`src/rtl/piso_pkg.sv`:
```
// Shared definitions for the parallel-in/serial-out transmitter.
package piso_pkg;

  typedef enum logic {
    ST_IDLE  = 1'b0,
    ST_SHIFT = 1'b1
  } state_t;

  // Bit-index counter width for an n-bit word.
  function automatic int unsigned cnt_w(input int unsigned n);
    return (n < 2) ? 1 : $clog2(n);
  endfunction

endpackage

```
`src/rtl/bit_counter.sv`:
```
// Modulo-MOD bit counter with synchronous clear, enable and terminal-count flag.
module bit_counter
  import piso_pkg::*;
#(
  parameter int unsigned MOD = 16
) (
  input  logic clk,
  input  logic rst,
  input  logic en,
  input  logic clr,
  output logic tc_c
);

  localparam int unsigned W = cnt_w(MOD);
  localparam logic [W-1:0] LAST = W'(MOD - 1);

  logic [W-1:0] cnt;

  // Clear wins over count so a reload on the terminal edge restarts at zero.
  always_ff @(posedge clk) begin
    if (rst) begin
      cnt <= '0;
    end else if (clr) begin
      cnt <= '0;
    end else if (en) begin
      cnt <= (cnt == LAST) ? '0 : cnt + W'(1);
    end
  end

  assign tc_c = (cnt == LAST);

endmodule

```
`src/rtl/piso_serializer.sv`:
```
// Parallel-in/serial-out transmitter: loads a word on ld && ready and shifts it out
// one bit per shift_en tick, with frame_start/done markers.
module piso_serializer
  import piso_pkg::*;
#(
  parameter int unsigned WIDTH     = 16,
  parameter bit          MSB_FIRST = 1'b1
) (
  input  logic             clk,
  input  logic             rst,
  input  logic [WIDTH-1:0] data,
  input  logic             ld,
  output logic             ready,
  input  logic             shift_en,
  output logic             sout,
  output logic             sout_valid,
  output logic             frame_start,
  output logic             done
);

  state_t           state;
  logic [WIDTH-1:0] shreg;
  logic             tc_c;
  logic             last_c;
  logic             load_c;
  logic             cnt_en_c;

  assign last_c   = (state == ST_SHIFT) && tc_c && shift_en;
  assign ready    = !rst && ((state == ST_IDLE) || last_c);
  assign load_c   = ld && ready;
  assign cnt_en_c = (state == ST_SHIFT) && shift_en;

  bit_counter #(.MOD(WIDTH)) u_bit_counter (
    .clk  (clk),
    .rst  (rst),
    .en   (cnt_en_c),
    .clr  (load_c),
    .tc_c (tc_c)
  );

  // Control FSM and shift register; a reload on the last-bit edge chains frames gap-free.
  always_ff @(posedge clk) begin
    if (rst) begin
      state       <= ST_IDLE;
      shreg       <= '0;
      sout_valid  <= 1'b0;
      frame_start <= 1'b0;
      done        <= 1'b0;
    end else begin
      done <= last_c;
      if (load_c) begin
        state       <= ST_SHIFT;
        shreg       <= data;
        sout_valid  <= 1'b1;
        frame_start <= 1'b1;
      end else if (last_c) begin
        state       <= ST_IDLE;
        shreg       <= '0;
        sout_valid  <= 1'b0;
        frame_start <= 1'b0;
      end else if (cnt_en_c) begin
        frame_start <= 1'b0;
        if (MSB_FIRST) begin
          shreg <= {shreg[WIDTH-2:0], 1'b0};
        end else begin
          shreg <= {1'b0, shreg[WIDTH-1:1]};
        end
      end
    end
  end

  assign sout = MSB_FIRST ? shreg[WIDTH-1] : shreg[0];

endmodule
```
`config.mk`:
```
export PLATFORM = sky130hd
export DESIGN_NAME = piso_serializer
export DESIGN_NICKNAME = d
export VERILOG_FILES = /design/src/rtl/piso_pkg.sv /design/src/rtl/bit_counter.sv /design/src/rtl/piso_serializer.sv
export SDC_FILE = /design/constraint.sdc
export NUM_CORES = 1
export LEC_CHECK = 0
export CORE_MARGIN = 5
export CORE_UTILIZATION = 45
export DETAILED_ROUTE_END_ITERATION = 8
export HOLD_SLACK_MARGIN = 0.12
export PLACE_DENSITY_LB_ADDON = 0.08
export SLEW_MARGIN = 5
export SYNTH_ARGS = -nofsm -noshare
export SYNTH_HDL_FRONTEND = slang
export SYNTH_SLANG_ARGS = --single-unit
```
`constraint.sdc`:
```
create_clock -name clk -period 4.03 [get_ports clk]
set_input_delay 0.806 -clock clk [delete_from_list [all_inputs] [get_ports clk]]
set_output_delay 0.806 -clock clk [all_outputs]
set_load 0.1 [all_outputs]
```
==> results.txt <==
Mapped Cells -> 143
nets@finish -> 181
crit path max fanout -> 19
via count -> 1122
Switching Power -> 0.143 mW
Post-CTS Resized -> 0
Fin Clk Skew -> 0.0104 ns
die area -> 3920 um2
Hold Path Class -> reg -> reg
sequential power share -> 54.2%
Tmin final -> 2.98 ns
DRC Markers -> 0
Clock Path Buffers -> 2
Power Density -> 313 nW/um2
fraction of power consumed by the clock network -> 22.8%
first-pass GRT wire length -> 5260 um
compound-cell area share of the yosys netlist -> 25.5%
syn_area_per_cell -> 8.70 um2
fin crit share -> 73.9%
f_max -> 336 MHz
Die W -> 62.6 um
H-Tree Depth -> 1
#FFs+latches synth -> 23
Layout Cells excl Fill -> 190
IO Pins -> 25
syn_nets -> 164
most frequent cells in the layout -> dfxtp_1, clkdlybuf4s50_1, a21oi_1
number of global-route vias before repair -> 1128
worst slew pin tran -> 0.961 ns
clk_lat worst skew -> 0.31 ns
total grt overflow -> 0
Root Driver -> clkbuf_4
synth unique cells -> 27
IO Port Bufs -> 24
Gate power share -> 23.0%
post-route ant nets -> 0
Final Setup Violations -> 0
hold buffers post-CTS -> 0
final core occ -> 55.3%
final slew viol count -> 0
XOR/XNOR Fraction of Synth Area -> 0.704%
worst setup margin -> 1.05 ns
clk sink count -> 23
die height -> 62.6 um
WHS -> 0.470 ns
P_int -> 0.327 mW
crit end category -> output pin
RSZ-0062 raised after global routing -> no
PnR Total Power -> 0.470 mW
share of cells above drive strength 1 -> 11.3%
Final Hold Fails -> 0
CTS tree -> built
Rows -> 19
Max Cap Viol -> 0
routed len/inst -> 15.4 um
main combinational cell family by area after synthesis -> simple AND/OR/NAND/NOR gates
HPWL Detailed -> 1840 um
Placeable Area -> 2710 um2
Antenna diodes -> 0
fillers -> 269
initial antenna violation count -> 0
Max-slew headroom -> 35.7%
Starting Density -> 45.9%
Synth Area in Simple Gates -> 27.8%
Sw Ratio -> 30.4%
DRT Pass-1 Iters -> 4
1st-iter DRT viols -> 73
multiplexer share of the synthesized area -> 1.61%
drt total wl -> 2940 um
GPL Wtd Cong -> 0.736
pre-CTS setup slack -> 1.06 ns
status -> completed
Post-Place Cells -> 186
Worst Path Arrival -> 2.17 ns
register area share after synthesis -> 37.0%
Syn Std Cell Area -> 1240 um2
Worst Path Required -> 3.22 ns
placed instance area -> 1470 um2
Setup TNS -> 0 ns
Layout area overhead -> 20.5%
commonest non-fill, non-tap cell in the layout -> dfxtp_1
# Post-CTS Setup Buffers -> 0
CTS Buf Count -> 3
Vias/cell -> 5.91
design area -> 1500 um2
adder-cell share of the synthesized area -> 1.01%
GRT Overall Usage -> 15.8%
startpoint types -> input port
kind of critical path -> in -> out
Pleak -> 0.506 nW
largest net degree at the start of global routing -> 26
VDD IR max -> 0.229 mV
clock transition at the registers of the reported paths -> 0.12 ns
Synth warnings -> 0
[synthesized netlist by cell type]
| cell | instances | area (um2) |
|---|---|---|
| nand3_1 | 3 | 15.0 |
| a311oi_2 | 8 | 120 |
| nand2b_1 | 16 | 100 |
| a211oi_1 | 1 | 7.51 |
| buf_2 | 4 | 20.0 |
| buf_6 | 2 | 22.5 |
| buf_1 | 3 | 11.3 |
| clkbuf_1 | 5 | 18.8 |
| o21ai_0 | 2 | 10.0 |
| a21boi_0 | 1 | 7.51 |
| xor2_1 | 1 | 8.76 |
| a21bo_1 | 1 | 10.0 |
| buf_4 | 1 | 7.51 |
| nand2_2 | 1 | 6.26 |
| mux2i_1 | 2 | 20.0 |
| nand2_1 | 18 | 67.6 |
| ha_1 | 1 | 12.5 |
| dfxtp_1 | 23 | 460 |
| nor2_1 | 1 | 3.75 |
| nand3b_1 | 1 | 7.51 |
| nand4_4 | 1 | 21.3 |
| nor3_1 | 3 | 15.0 |
| a21oi_1 | 20 | 100 |
| or3_1 | 1 | 6.26 |
| nand4_1 | 15 | 93.8 |
| a311oi_1 | 7 | 61.3 |
| or3b_1 | 1 | 8.76 |
[cell families after synthesis]
kind of cell | count (synthesis)
XOR/XNOR | 1
AO/OA/AOI/OAI | 40
buffers and inverters | 15
adder cells (fa/ha/maj) | 1
flip-flops | 23
multiplexers | 2
AND/OR/NAND/NOR | 61
[worst max-delay path: stages]
cell	delay (ns)
clkdlybuf4s50_1	0.53
nand4_4	0.28
a21oi_1	0.34
buf_12	0.21
[final timing paths]
check	start	end	slack [ns]	cells after the start
worst max-delay path	shift_en	ready	1.05	4
worst min-delay path	frame_start	frame_start	0.47	2
worst max register to register	u_bit_counter.cnt[0]	shreg[13]	2.07	4
worst min register to register	frame_start	frame_start	0.47	2
[final cells by class]
type	count	area (um2)	share of cell area (%)
sequential	23	460	30.7
clock buffer	4	26.3	1.75
multi-input combinational	105	703	46.9
timing repair buffer	27	270	18.0
tap	31	38.8	2.59
[sequential cells by signal (all words and copies together), names as in the netlist]
signal	count
shreg	16
u_bit_counter.cnt	4
done	1
frame_start	1
state	1
[power groups by stage]
stage	clock network (mW)	registers [mW]	logic, mW
3_5_place_dp	0	0.260	0.107
6_report	0.107	0.255	0.108
2_1_floorplan	0	0.271	0.0618
3_3_place_gp	0	0.259	0.107
5_1_grt	0.122	0.258	0.117
4_1_cts	0.111	0.255	0.108
[metal layers]
metal / part of all wire (%) / track usage (%) / wire, um
met2: 44 / 22.8 / 1280
met4: 0.55 / 3.71 / 16
met1: 50 / 22.8 / 1480
met3: 5.5 / 5.04 / 160
met5: 0 / 0 / 0
(Power assumes the default switching activity.)
